**config.mk**
```make
export PLATFORM = sky130hd
export DESIGN_NAME = out_bcd_conv
export DESIGN_NICKNAME = d
export VERILOG_FILES = /design/src/rtl/out_bcd_conv.sv
export SDC_FILE = /design/constraint.sdc
export NUM_CORES = 1
export LEC_CHECK = 0
export ABC_CLOCK_PERIOD_IN_PS = 5400
export CORE_ASPECT_RATIO = 1.5
export CORE_UTILIZATION = 41
export DETAILED_ROUTE_END_ITERATION = 10
export MAX_ROUTING_LAYER = met4
export PLACE_DENSITY = 0.59
export SYNTH_ARGS = -nofsm -noshare
export SYNTH_HDL_FRONTEND = slang
export SYNTH_SLANG_ARGS = --single-unit
export TNS_END_PERCENT = 10
```
**constraint.sdc**
```tcl
create_clock -name clk -period 5.4 [get_ports clk]
set_clock_uncertainty 0.15 [all_clocks]
set_input_delay 1.62 -clock clk [delete_from_list [all_inputs] [get_ports clk]]
set_output_delay 1.62 -clock clk [all_outputs]
set_load 0.005 [all_outputs]
```
**src/rtl/out_bcd_conv.sv**
```systemverilog
`default_nettype none
// ============================================================================
//  Module   : out_bcd_conv
//  Brief    : Converts each new CPU output word to packed BCD, one bit per cycle.
//  Revision : 1.0
// ============================================================================
module out_bcd_conv #(
    parameter int DATA_WIDTH = 16,
    parameter int DIGITS     = 5
) (
    input  logic                    clk,
    input  logic                    rst_n,
    input  logic [DATA_WIDTH-1:0]   in,
    output logic [4*DIGITS-1:0]     bcd,
    output logic                    busy,
    output logic                    valid
);

    localparam int c_CNT_W = (DATA_WIDTH > 1) ? $clog2(DATA_WIDTH) : 1;
    localparam logic [c_CNT_W-1:0] c_CNT_LAST = c_CNT_W'(DATA_WIDTH - 1);

    typedef enum logic [1:0] {
        IDLE  = 2'd0,
        SHIFT = 2'd1,
        DONE  = 2'd2
    } state_t;

    state_t                  r_state;
    state_t                  w_next;
    logic [DATA_WIDTH-1:0]   r_last_val;
    logic [DATA_WIDTH-1:0]   r_bin_sr;
    logic [4*DIGITS-1:0]     r_bcd_sr;
    logic [4*DIGITS-1:0]     r_bcd;
    logic [c_CNT_W-1:0]      r_cnt;
    logic [4*DIGITS-1:0]     w_adj;
    logic                    w_capture;
    logic                    w_last;

    // Add-3 correction per digit before each shift; 4-bit wrap is never reached.
    genvar gi;
    generate
        for (gi = 0; gi < DIGITS; gi++) begin : g_digit
            assign w_adj[4*gi +: 4] = (r_bcd_sr[4*gi +: 4] >= 4'd5)
                                    ? r_bcd_sr[4*gi +: 4] + 4'd3
                                    : r_bcd_sr[4*gi +: 4];
        end
    endgenerate

    assign w_last = (r_cnt == c_CNT_LAST);

    always_ff @(posedge clk or negedge rst_n) begin
        if (!rst_n) begin
            r_state <= IDLE;
        end else begin
            r_state <= w_next;
        end
    end

    always_comb begin
        w_next    = r_state;
        w_capture = 1'b0;
        case (r_state)
            IDLE: begin
                if (in != r_last_val) begin
                    w_capture = 1'b1;
                    w_next    = SHIFT;
                end
            end
            SHIFT: begin
                if (w_last) begin
                    w_next = DONE;
                end
            end
            DONE:    w_next = IDLE;
            default: w_next = IDLE;
        endcase
    end

    always_ff @(posedge clk or negedge rst_n) begin
        if (!rst_n) begin
            r_last_val <= '0;
            r_bin_sr   <= '0;
            r_bcd_sr   <= '0;
            r_cnt      <= '0;
            r_bcd      <= '0;
        end else begin
            if (w_capture) begin
                r_last_val <= in;
                r_bin_sr   <= in;
                r_bcd_sr   <= '0;
                r_cnt      <= '0;
            end else if (r_state == SHIFT) begin
                r_bcd_sr <= {w_adj[4*DIGITS-2:0], r_bin_sr[DATA_WIDTH-1]};
                r_bin_sr <= {r_bin_sr[DATA_WIDTH-2:0], 1'b0};
                r_cnt    <= r_cnt + c_CNT_W'(1);
            end else if (r_state == DONE) begin
                r_bcd <= r_bcd_sr;
            end
        end
    end

    assign bcd   = r_bcd;
    assign busy  = (r_state != IDLE);
    assign valid = (r_state == IDLE);

endmodule
`default_nettype wire

```
[After elaboration in Yosys (flattened, before gate mapping)]
Index checks and enable logic that the tools add are counted.
Word-level totals
  flip-flop bits (word level): 78
  input port bits: 18
  output and inout port bits: 22
  word-level logic and storage cells: 46
Cells by class
  $add $sub $neg: 6
  magnitude comparators: 5
  equality and inequality tests: 6
  multiplexer cells: 16
  bitwise operators: 2
  reductions and logical operators: 5
Operators by type and width (count)
  20-bit two-way mux: 2
  16-bit two-way mux: 2
  4-bit two-way mux: 6
  4-bit by 3-bit >= comparator with 1-bit output (second input constant): 5
  4-bit by 2-bit adder with 4-bit output (second input constant): 4
  16-bit inequality test: 1
  4-bit by 1-bit adder with 4-bit output (second input constant): 1
  4-bit equality test (second input constant): 1
  2-bit two-way mux: 2
  2-bit one-hot mux with 2 select lines: 1
  2-bit nonzero test: 2
  3-bit by 2-bit adder with 3-bit output (second input constant): 1
  3-bit two-way mux: 1
  3-bit AND reduction: 1
  2-bit by 1-bit equality test with 1-bit output (second input constant): 1
  2-bit equality test (second input constant): 1
  2-bit zero test: 1
  1-bit two-way mux: 2
  2-bit by 1-bit inequality test with 1-bit output (second input constant): 1
  2-bit inequality test (second input constant): 1
  1-bit NOT: 2
  2-bit AND reduction: 1

[Depth between registers and ports, before layout]
Gate-level depths: netlist of run 1.
  word-level depth: 5
  mapped depth: 8
  mapped depth without buffers: 7

[Worst setup path after synthesis of run 1]
No wires, ideal clock.
  path kind: input -> register
  from: in in[10]
  to: reg r_bin_sr[10]
  library setup time: 0.126 ns
  data arrival time: 2.832 ns
  data required time: 5.124 ns
  slack: 2.292 ns
  cell stages on the path: 7
  path buffers: 2
  cell sequence: xnor2_1 > nand4_1 > nor4_2 > nor2_1 > buf_6 > buf_6 > a221o_1
Between the ends
  cells in the longest elaborated chain, start to end: 4
Ends and longest elaborated chain
  start: declaration: line 13  | input logic [DATA_WIDTH-1:0] in,
  16-bit inequality test: line 64  | if (in != r_last_val) begin
  1-bit two-way mux: line 64
  1-bit two-way mux: line 62  | case (r_state)
  16-bit two-way mux / 2-bit nonzero test (equally long branches)
  end signal: assignment: line 89  | r_bin_sr <= in;
  end signal: assignment: line 94  | r_bin_sr <= {r_bin_sr[DATA_WIDTH-2:0], 1'b0};
  end: declaration: line 31  | logic [DATA_WIDTH-1:0] r_bin_sr;
Parallel ways exist; a longest one is shown, timed or not.
A chain may end at the register's enable or synchronous reset.

[Final worst setup path of run 1]
  from: in in[11]
  to: reg r_bin_sr[15]
Between the ends
  cells in the longest elaborated chain, start to end: 4
Ends and longest elaborated chain (line)
  16-bit inequality test *: 64
  1-bit two-way mux *: 64
  1-bit two-way mux *: 62
  16-bit two-way mux / 2-bit nonzero test (equally long branches)
Every way passes the cells marked *; elsewhere a longest branch is shown, timed or not.

==> flow_summary.yaml, run 1 <==
timing:
  layout_setup_ws_ps: 1700
  max_freq_mhz: 270
  rsz0062_at_grt: "false"
  tns_ps: 0
  post-route-period-util: 0.685
  slew_headroom: 0.290
  finalSetupViolCount: 0
  tightest_slew_ps: 1060
  hold_violations: 0
  period_needed_ps: 3700
  drv_slew: 0
synth:
  synth.top_cell.area_share: 0.539
  synth_compound_area_frac: 0.130
  muxShareOfSynthArea: 0.0840
  synth_xor_area_frac: 0.0605
  synth-simple-area-share: 0.112
  synth.area.top_cells: "dfrtp_1 (54%), mux2_2 (8.4%), xnor2_1 (5.1%), a221o_1 (4.1%), ha_1 (3.8%)"
  ys_warn_count: 0
  synthCells: 322
  synth_top_family_by_area: "compound AO/OA/AOI/OAI gates"
  syn-num-nets: 351
  yosysSeqAreaShare: 0.539
  yosys.area_share.adder: 0.0380
  synth_ff_type: "dfrtp_1"
  ys_async_sr_fraction: 1.00
  syn_avg_cell_area_um2: 11.2
  yosysUniqueCellTypes: 29
  syn_area_um2: 3620
  synth_edf_count: 0
  yosysTopAreaCell: "dfrtp_1"
  ys_seq_elements: 78
layout:
  multi_input_area_um2: 1540
  layout_commonest_cell: "dfrtp_1"
  syn2layout_area_growth_pct: 20.6
  layout.nets: 389
  nFillCells: 784
  drive_above_1_share: 0.129
  seq_area_um2: 1950
  n_antenna_cell: 0
  fin_cells: 470
  mostFrequentLayoutCells: "dfrtp_1 (78), clkdlybuf4s50_1 (38), nand2_1 (30)"
cts:
  htreeDepth: 3
  cts_made_buffers: 9
  cts_tree: "done"
  clock-root-buffer: "clkbuf_16"
  ctsResizeCount: 0
  cts_sinks: 78
  path_clk_slew_ps: 50
  cts.hold.buffers_added: 0
  clk_latency_ps: 340
  post_cts_buffers: 0
  clock_path_buffers: 2
grt:
  use_met1: 0.192
  grt.total_usage: 0.171
  grt_max_degree: 79
  grt-ovfl-total: 0
  met2_usage: 0.283
  grtUsageMet3: 0.0318
  grt_pass1_vias: 2512
  grt_pass1_wl_mm: 11.4
  busiest_layer: "met2"
  antenna_found_initial: 0
detailed_routing:
  vias: 2470
  wl_mm: 6.77
  drt_pass1_iterations: 4
  wl_per_cell_um: 14.4
  drt_iter0_drc: 137
  ant_nets: 0
  drcViolationCount: 0
  viasPerCell: 5.26
critical_path:
  crit_arrival_ps: 3770
  startpoint_type: "input pin"
  crit_buf_inv: 2
  reg2regPathDepth: 6
  end_kind: "register"
  path_depth: 7
  path_cells: "clkdlybuf4s50_1 -> xnor2_1 -> nand4_1 -> nor4_2 -> nor2_4 -> buf_4 -> a221o_1"
  cpPeakStageDelay_ps: 510
  worstSetupPathType: "input pin to register"
  crit_family: "simple AND/OR/NAND/NOR gates"
  crit_fanout: 37
  slowest_stage: "clkdlybuf4s50_1"
  critPathRequiredTime_ps: 5470
pwr:
  pwr-share-comb: 0.398
  p_leak_uw: 0.00187
  ir_drop_uv: 320
  internal-power_uw: 1750
  power_frac_seq: 0.386
  p_per_area_nw_per_um2: 607
  power_switching_share: 0.338
  clkPwrFrac: 0.216
  power_switching_uw: 898
placement:
  gp_congestion: 0.762
  io_buffers: 39
  place_inst: 456
  place_worst_setup_slack_ps: 1330
  dp_hpwl_mm: 4.48
floorplanning:
  pin_count: 40
  dieArea_um2: 9220
  die_y_um: 117
  initial_utilization: 0.428
  coreArea_um2: 8460
  fp.dieW_um: 78.7
  placementRows: 41
worst_hold_path:
  whs_path_depth: 2
  hold_class: "register to register"
job:
  maxCapViolCount: 0
run_status:
  outcome: "finished clean"
[area by class of cell]
class | instances | area share
Clock buffer | 12 | 0.0542
Clock inverter | 2 | 0.00802
Inverter | 11 | 0.00946
Multi-Input combinational cell | 216 | 0.353
Sequential cell | 78 | 0.447
Tap cell | 107 | 0.0307
Timing Repair Buffer | 44 | 0.0974
[tightest hold or removal path: stages, from the launching register on]
cell,delay [ps]
dfrtp_1,340
nand2_1,40
o21ai_0,60
[sequential cells by signal, indices dropped and copies added (netlist names)]
signal	count
r_cnt	4
bcd	20
r_bcd_sr	20
r_state	2
r_last_val	16
r_bin_sr	16
[cells by family (layout without fill, tap and decap cells)]
logic type | count (synthesis) | count (layout)
flip-flops | 78 | 78
AO/OA/AOI/OAI | 71 | 71
multiplexers | 27 | 27
adder cells (fa/ha/maj) | 11 | 11
buffers and inverters | 28 | 69
AND/OR/NAND/NOR | 82 | 82
XOR/XNOR | 25 | 25
[final timing paths]
check	start	end	slack, ps
max	in[11]	r_bin_sr[15]	1700
min in group asynchronous	rst_n	r_bcd_sr[3]	1280
min reg2reg	bcd[13]	bcd[13]	320
max reg2reg	r_last_val[11]	r_bin_sr[15]	3060
min	bcd[13]	bcd[13]	320
max in group asynchronous	rst_n	r_last_val[1]	3190
[power groups by stage]
stage	clock network [uW]	logic [uW]	registers, uW
after detailed placement	0	1070	1030
after global routing	608	1190	1060
final	574	1050	1020
after global placement	0	1050	1030
after floorplan	0	789	996
after CTS	588	1070	1030
[synthesized netlist by cell type (all sizes together) (3+ instances only)]
cell type / instances
a21oi: 16
a221o: 15
and2: 15
buf: 7
clkbuf: 10
dfrtp: 78
ha: 11
inv: 11
mux2: 27
nand2: 30
nand2b: 7
nand3: 8
nand4: 4
nor2: 12
nor2b: 3
o21ai: 22
o22ai: 9
o32ai: 4
xnor2: 21
xor2: 4
[per-layer routing]
layer  vias up  wire length, um
li1       1201                -
met4         0              161
met1      1216             3060
met5         -                0
met2        43             3340
met3        10              204
[per-stage QoR]
| stage | power, uW | util | hold WS (ps) | instance area, um^2 |
|---|---|---|---|---|
| after floorplan | 1790 | - | 300 | 3620 |
| after global placement | 2080 | 0.484 | 315 | 4100 |
| after detailed placement | 2110 | 0.484 | 320 | 4100 |
| after CTS | 2690 | 0.516 | 332 | 4370 |
| after global routing | 2860 | 0.516 | 354 | 4370 |
| final | 2650 | 0.516 | 323 | 4370 |
Note: power is estimated with default switching activity, not from simulation.
==> run 2: changes to the inputs <==
ABC_CLOCK_PERIOD_IN_PS = 3100   (was 5400)
PLACE_DENSITY = 0.62   (was 0.59)
clock period = 3.1 ns   (was 5.4 ns; I/O delays follow)
==> run 2 against run 1 <==
Clock power rose by 78%. Global-route usage grew 0.30 points. Combinational power increased by 82%. Flip-flop and latch count unchanged. Critical endpoint is now r_bcd_sr[17]. Core utilization is 2.1 points higher.
==> flow_summary.yaml, run 2 (synthesized netlist as in run 1, its figures left out) <==
cts:
  post_cts_buffers: 0
  htreeDepth: 3
  cts.hold.buffers_added: 0
  clock-root-buffer: "clkbuf_16"
  cts_sinks: 78
  path_clk_slew_ps: 50
  ctsResizeCount: 0
  clk_latency_ps: 330
  cts_tree: "done"
  cts_made_buffers: 9
  clock_path_buffers: 2
detailed_routing:
  wl_mm: 7.03
  drt_pass1_iterations: 4
  wl_met2_mm: 3.64
  wl_met3_um: 233
  viasPerCell: 5.15
  drt_iter0_drc: 130
  vias: 2524
  wl_met1_mm: 3.02
  ant_nets: 0
  top_layer_used: "met4"
  drcViolationCount: 0
  wl_per_cell_um: 14.3
floorplanning:
  die_y_um: 117
  initial_utilization: 0.428
  dieArea_um2: 9220
  coreArea_um2: 8460
  fp.dieW_um: 78.7
  pin_count: 40
  placementRows: 41
grt:
  antenna_found_initial: 0
  grt_pass1_wl_mm: 11.7
  grt_pass1_vias: 2441
  grt.total_usage: 0.174
  grt-ovfl-total: 0
  grt_max_degree: 49
timing:
  slew_headroom: 0.394
  drv_slew: 0
  rsz0062_at_grt: "false"
  period_needed_ps: 2970
  finalSetupViolCount: 0
  tns_ps: 0
  post-route-period-util: 0.958
  hold_violations: 0
  max_freq_mhz: 337
  tightest_slew_ps: 909
placement:
  gp_congestion: 0.735
  io_buffers: 39
  dp_hpwl_mm: 4.83
critical_path:
  critPathRequiredTime_ps: 3130
  startpoint_type: "input pin"
  end_kind: "register"
  worstSetupPathType: "input pin to register"
  crit_arrival_ps: 2990
  crit_fanout: 35
pwr:
  p_per_area_nw_per_um2: 1040
  power_switching_share: 0.336
  pwr-share-comb: 0.404
  internal-power_uw: 3140
  clkPwrFrac: 0.216
  p_leak_uw: 0.00197
  power_switching_uw: 1580
  ir_drop_uv: 441
  power_frac_seq: 0.380
  finalPower_uw: 4720
run_status:
  outcome: "finished clean"
layout:
  layout.nets: 408
  syn2layout_area_growth_pct: 25.6
  mostFrequentLayoutCells: "dfrtp_1 (78), clkdlybuf4s50_1 (38), nand2_1 (30)"
  postLayoutCoreUtil: 0.537
  n_antenna_cell: 0
  drive_above_1_share: 0.172
  layout_commonest_cell: "dfrtp_1"
job:
  maxCapViolCount: 0
worst_hold_path:
  hold_class: "register to register"
run 2: path summary, 6_finish.rpt:
| path | to | slack (ps) | from | cells after the start |
|---|---|---|---|---|
| worst max-delay path | r_bcd_sr[17] | 130 | in[14] | 8 |
| worst min-delay path | bcd[13] | 320 | bcd[13] | 2 |
| worst max register to register | r_bcd_sr[17] | 820 | r_last_val[12] | 7 |
| worst min register to register | bcd[13] | 320 | bcd[13] | 2 |
| max in group asynchronous | r_bcd_sr[8] | 1770 | rst_n | 2 |
| min in group asynchronous | bcd[19] | 460 | rst_n | 1 |
run 2: metrics by stage:
step | setup slack [ps] | std cells | hold slack [ps] | area, um^2
6_report | 132 | 490 | 324 | 4550
5_1_grt | 37.8 | 490 | 353 | 4550
4_1_cts | 139 | 490 | 333 | 4550
3_5_place_dp | -211 | 475 | 321 | 4260
3_3_place_gp | -174 | 475 | 310 | 4260
2_1_floorplan | 682 | 322 | 300 | 3620
run 2: per-layer routing:
| layer | GRT usage | up-vias |
|---|---|---|
| met5 | - | - |
| met4 | 0.0667 | 0 |
| met3 | 0.0380 | 10 |
| met2 | 0.288 | 49 |
| met1 | 0.207 | 1223 |
| li1 | - | 1242 |
run 2: power groups by stage:
| stage | clock [uW] | sequential, uW | combinational [uW] |
|---|---|---|---|
| final | 1020 | 1790 | 1910 |
| after global routing | 1090 | 1850 | 2130 |
| after CTS | 1050 | 1800 | 1940 |
| after detailed placement | 0 | 1800 | 1930 |
| after global placement | 0 | 1790 | 1870 |
| after floorplan | 0 | 1730 | 1370 |
run 2: cell type report:
cell class              instances  area [um^2]
fillers                       748         3920
flip-flops and latches         78         1950
multi-input cells             216         1540
repair buffers                 63          593
clock buffers                  14          254
well taps                     107          134
inverters                      11         41.3
clock inverters                 1         30.0
run 2: worst max-delay path, stage by stage:
cell and delay (ps):
clkdlybuf4s50_1 480, xnor2_1 170, nand4_1 120, nor4_2 60, buf_4 140, nor2_4 670, buf_4 320, o22ai_1 100
==> run 3: changes to the inputs <==
SETUP_SLACK_MARGIN = 0.05   (was not set)
==> run 3 against run 2 <==
Total power increased by 0.22%. Sequential share of layout area decreased by 0.059 points. Count of clock-buffer cells in the layout unchanged. Global-route usage unchanged. Critical path depth decreased by 5. Highest routed layer unchanged. Via count increased by 0.63%. Hold slack about the same.
==> flow_summary.yaml, run 3 (synthesized netlist as in run 1, its figures left out) <==
layout:
  mostFrequentLayoutCells: "dfrtp_1 (78), clkdlybuf4s50_1 (38), nand2_1 (30)"
  drive_above_1_share: 0.174
  layout.nets: 409
  multi_input_area_um2: 1550
  postLayoutCoreUtil: 0.538
  nFillCells: 748
  seq_area_um2: 1950
  n_antenna_cell: 0
  layout_commonest_cell: "dfrtp_1"
  syn2layout_area_growth_pct: 25.8
  design_area_um2: 4550
pwr:
  internal-power_uw: 3140
  p_leak_uw: 0.00197
  clkPwrFrac: 0.216
  power_switching_uw: 1600
  power_frac_seq: 0.380
  p_per_area_nw_per_um2: 1040
  ir_drop_uv: 484
  power_switching_share: 0.337
  pwr-share-comb: 0.405
  finalPower_uw: 4730
critical_path:
  worstSetupPathType: "register to primary output"
  cpPeakStageDelay_ps: 490
  reg2regPathDepth: 6
  r2r_start: "r_last_val[11]"
  path_depth: 3
  reg2reg_slack_ps: 1070
  critPathRequiredTime_ps: 2020
  crit_arrival_ps: 1680
  slowest_stage: "clkdlybuf4s50_1"
  crit_family: "buffers and inverters"
  end_kind: "primary output"
  crit_fanout: 5
  path_cells: "or2_2 -> inv_1 -> clkdlybuf4s50_1"
  r2r-end: "r_bin_sr[10]"
  startpoint_type: "register"
  crit_buf_inv: 2
detailed_routing:
  drt_pass1_iterations: 4
  drcViolationCount: 0
  drt_iter0_drc: 118
  wl_mm: 7.10
  wl_per_cell_um: 14.5
  viasPerCell: 5.17
  ant_nets: 0
  vias: 2540
cts:
  path_clk_slew_ps: 50
  clk_latency_ps: 340
  post_cts_buffers: 0
  cts.hold.buffers_added: 0
  cts_made_buffers: 9
  clock_path_buffers: 2
  cts_tree: "done"
  ctsResizeCount: 0
  clock-root-buffer: "clkbuf_16"
  cts_sinks: 78
  htreeDepth: 3
floorplanning:
  die_y_um: 117
  coreArea_um2: 8460
  initial_utilization: 0.428
  placementRows: 41
  pin_count: 40
  fp.dieW_um: 78.7
  dieArea_um2: 9220
timing:
  post-route-period-util: 0.890
  max_freq_mhz: 362
  period_needed_ps: 2760
  drv_slew: 0
  tightest_slew_ps: 914
  slew_headroom: 0.391
  rsz0062_at_grt: "false"
  tns_ps: 0
  finalSetupViolCount: 0
  hold_violations: 0
grt:
  grt_max_degree: 49
  grt_pass1_wl_mm: 11.7
  grt.total_usage: 0.174
  grt-ovfl-total: 0
  grt_pass1_vias: 2441
  antenna_found_initial: 0
worst_hold_path:
  whs_path_depth: 2
  whs_endpoint: "bcd[13]"
  min_from: "bcd[13]"
  hold_class: "register to register"
run_status:
  outcome: "finished clean"
placement:
  place_area_um2: 4260
  gp_congestion: 0.735
  io_buffers: 39
  dp_hpwl_mm: 4.83
job:
  maxCapViolCount: 0
-- run 3: cell types whose count changed in the layout (fill, tap and decap cells not counted) --
cell,previous run,this run
nor2_2,0,1
-- run 3: layer usage --
metal	GRT usage	wire length, um	up-vias
met5	-	0	-
met4	0.0667	125	0
met3	0.0380	233	10
met2	0.288	3720	47
met1	0.207	3030	1238
li1	-	-	1245
-- run 3: cell type report --
class	instances	area share
clock buffers	14	0.0558
clock inverters	1	0.00660
inverters	11	0.00907
multi-input cells	217	0.340
flip-flops and latches	78	0.429
well taps	107	0.0294
repair buffers	63	0.130
-- run 3: per-stage QoR --
step / worst slack [ps] / cells / hold WS, ps
after detailed placement: -211 / 475 / 321
after CTS: 139 / 490 / 333
after global placement: -174 / 475 / 310
after floorplan: 682 / 322 / 300
final: 340 / 491 / 324
after global routing: 248 / 491 / 353
-- run 3: worst reg2reg max path: cells and delay by family (launching register included) --
kind	cells	cell delay, ps
AND/OR/NAND/NOR	3	550
XOR/XNOR	1	240
buffers and inverters	1	170
flip-flops	1	390
AO/OA/AOI/OAI	1	400
-- run 3: worst max-delay path by stage --
stage	slack (ps)	start	end
finish	340	r_state[0]	valid
detailed placement	-210	in[14]	r_bcd_sr[17]
global route	250	in[11]	r_bcd_sr[0]
global placement	-170	in[14]	r_bcd_sr[17]
CTS	140	in[14]	r_bcd_sr[17]
floorplan	680	in[10]	r_bin_sr[10]
-- run 3: power groups by stage --
stage | clock network, uW | registers [uW] | logic [uW]
2_1_floorplan | 0 | 1730 | 1370
3_3_place_gp | 0 | 1790 | 1870
3_5_place_dp | 0 | 1800 | 1930
4_1_cts | 1050 | 1800 | 1940
5_1_grt | 1090 | 1850 | 2130
6_report | 1020 | 1800 | 1910
==> RTL edit: new RTL, settings of run 2 <==
Encoding of `state_t`: now one-hot (3 bits for 3 states).
--- a/src/rtl/out_bcd_conv.sv
+++ b/src/rtl/out_bcd_conv.sv
@@ -20,8 +20,8 @@
     localparam logic [c_CNT_W-1:0] c_CNT_LAST = c_CNT_W'(DATA_WIDTH - 1);
 
-    typedef enum logic [1:0] {
-        IDLE  = 2'd0,
-        SHIFT = 2'd1,
-        DONE  = 2'd2
+    typedef enum logic [2:0] {
+        IDLE  = 3'b001,
+        SHIFT = 3'b010,
+        DONE  = 3'b100
     } state_t;
 
Behaviour: no difference found for any inputs over 10 cycles, from zero or initial values and one cycle with rst_n low; not proved beyond that.
==> RTL edit against run 2 <==
Synthesized area grew 1.9%; sequential power decreased by 16%; sequential cell count is 1 higher; highest routed layer unchanged; global-route usage decreased by 0.39 points; setup slack gained 0.052 ns; fmax is 1.8% higher; wire length down 2.5%; cell area rose by 0.14%; first-iteration DRC count up 3.8%; power fell by 23%.
==> RTL edit: results (changes against run 2) <==
stage,metric,value,unit,change
yosys,synth.distinct_cells,30,,+3.4%
grt,grtUsageMet2,0.260,,-0.0274
yosys,ys_seq_area_frac,0.536,,-0.00275
critical_path,r2r_start,r_last_val[1],,
yosys,synth_common_cells,"dfrtp_1, mux2_2, a21oi_1",,
grt,antenna_found_initial,0,,unchanged
place,gp_congestion,0.758,,+3.2%
timing,finalSetupViolCount,0,,unchanged
worst_hold_path,hp-class,in -> async,,
grt,grt_max_degree,57,,+16%
yosys,synth_nets,352,,+0.28%
routing,viasPerCell,5.22,,+1.3%
power_and_ir_drop,p_clk_frac,0.261,,+0.045
critical_path,crit_family,simple AND/OR/NAND/NOR gates,,
place,dp_hpwl,4.60,mm,-4.7%
timing,relSlewSlack,0.619,,+0.226
routing,routed_wl,6.85,mm,-2.5%
place,preCtsSetupSlack,-0.143,ns,+0.0681 ns
yosys,syn_inst,323,,+0.31%
grt,gr-usage-met3,0.0510,,+0.0130
critical_path,startpoint,in[1],,
clocking,cts_resized,0,,unchanged
power_and_ir_drop,combPwrFrac,0.326,,-0.078
clocking,cts_buffers,9,,unchanged
place,postPlaceCellArea,4290,µm²,+0.59%
critical_path,slowest_delay,0.50,ns,-0.17 ns
routing,drtIter0Drc,135,,+3.8%
grt,globalRouteTotalUtil,0.170,,-0.00387
critical_path,arrival,2.98,ns,about the same
power_and_ir_drop,switching_share,0.314,,-0.0212
layout,nNetsFinal,404,,-0.98%
routing,routedWlPerCell,14.0,µm,-2.1%
clocking,h-tree-depth,3,,unchanged
place,dpl.cell_count,474,,-0.21%
power_and_ir_drop,p_leak,2.08,nW,+5.4%
critical_path,slowest_stage,nor4_1,,
critical_path,crit_type,in -> reg,,
grt,grt.met1_usage,0.205,,-0.00195
floorplan,die_w,79.4,µm,+0.90%
layout,drive_above_1_share,0.190,,+0.0182
power_and_ir_drop,max-vdd-ir-drop,0.538,mV,+22%
timing,min_period_over_period,0.941,,-0.0168
grt,grt_pass1_wl,11.9,mm,+1.9%
clocking,insertion_delay,0.33,ns,about the same
timing,finalHoldViolations,0,,unchanged
critical_path,path_max_fanout,35,,unchanged
critical_path,critPathCapture,r_bin_sr[15],,
clocking,post_cts_buffers,0,,unchanged
routing,drt_pass1_iterations,4,,unchanged
power_and_ir_drop,p_int,0.00249,W,-21%
layout,antenna_cells,0,,unchanged
yosys,synth_area_leaders,"dfrtp_1, mux2_2, xor2_1",,
status,status,"complete, no violations",,
place,port_buffers,39,,unchanged
critical_path,reg2reg_slack,0.86,ns,+0.04 ns
clocking,clk_path_buf_depth,2,,unchanged
grt,grt_pass1_vias,2519,,+3.2%
clocking,clk_pin_slew,0.05,ns,about the same
critical_path,rr_worst_depth,5,,-2
clocking,root_buffer,clkbuf_16,,
RTL edit: cell count changes in the layout (fill, tap and decap cells not counted), sizes merged, moves of 10 or more:
cell,before,now
a21oi,16,26
and2,15,5
and3,0,15
o21ai,22,12
xnor2,21,6
xor2,4,22
RTL edit: worst min-delay path by stage:
stage               slack, ns          from              to
floorplan                0.31   r_bin_sr[0]     r_bin_sr[0]
global placement         0.34   r_bin_sr[0]     r_bin_sr[0]
detailed placement       0.34  r_bin_sr[14]    r_bin_sr[14]
CTS                      0.34         rst_n  r_last_val[13]
global route             0.36         rst_n    r_bcd_sr[11]
finish                   0.35         rst_n         bcd[14]
RTL edit: logic make-up (layout without fill, tap and decap cells):
family | count (synthesis) | count (layout) | synth area share
AND/OR/NAND/NOR | 84 | 84 | 0.113
flip-flops | 79 | 79 | 0.536
AO/OA/AOI/OAI | 56 | 56 | 0.0998
multiplexers | 37 | 37 | 0.113
XOR/XNOR | 28 | 28 | 0.0665
buffers and inverters | 28 | 83 | 0.0343
adder cells (fa/ha/maj) | 11 | 11 | 0.0373
RTL edit: worst register-to-register path, cell delays in order, from the launching register on:
cell,delay [ns]
dfrtp_1,0.38
xor2_1,0.17
nor4_1,0.50
nand4_1,0.20
and2_4,0.33
a221o_1,0.39
RTL edit: area by class of cell:
class	count	area, µm²
Clock inverter	1	5.00
Clock buffer	13	260
Timing Repair Buffer	58	543
Inverter	11	41.3
Tap cell	110	138
Sequential cell	79	1980
Multi-Input combinational cell	216	1590
Fill cell	793	4220
RTL edit: per-layer routing:
layer | share of wire | routed length (µm) | vias up
li1 | - | - | 1233
met1 | 0.44 | 3030 | 1262
met2 | 0.50 | 3440 | 41
met3 | 0.033 | 223 | 11
met4 | 0.023 | 155 | 0
met5 | 0 | 0 | -
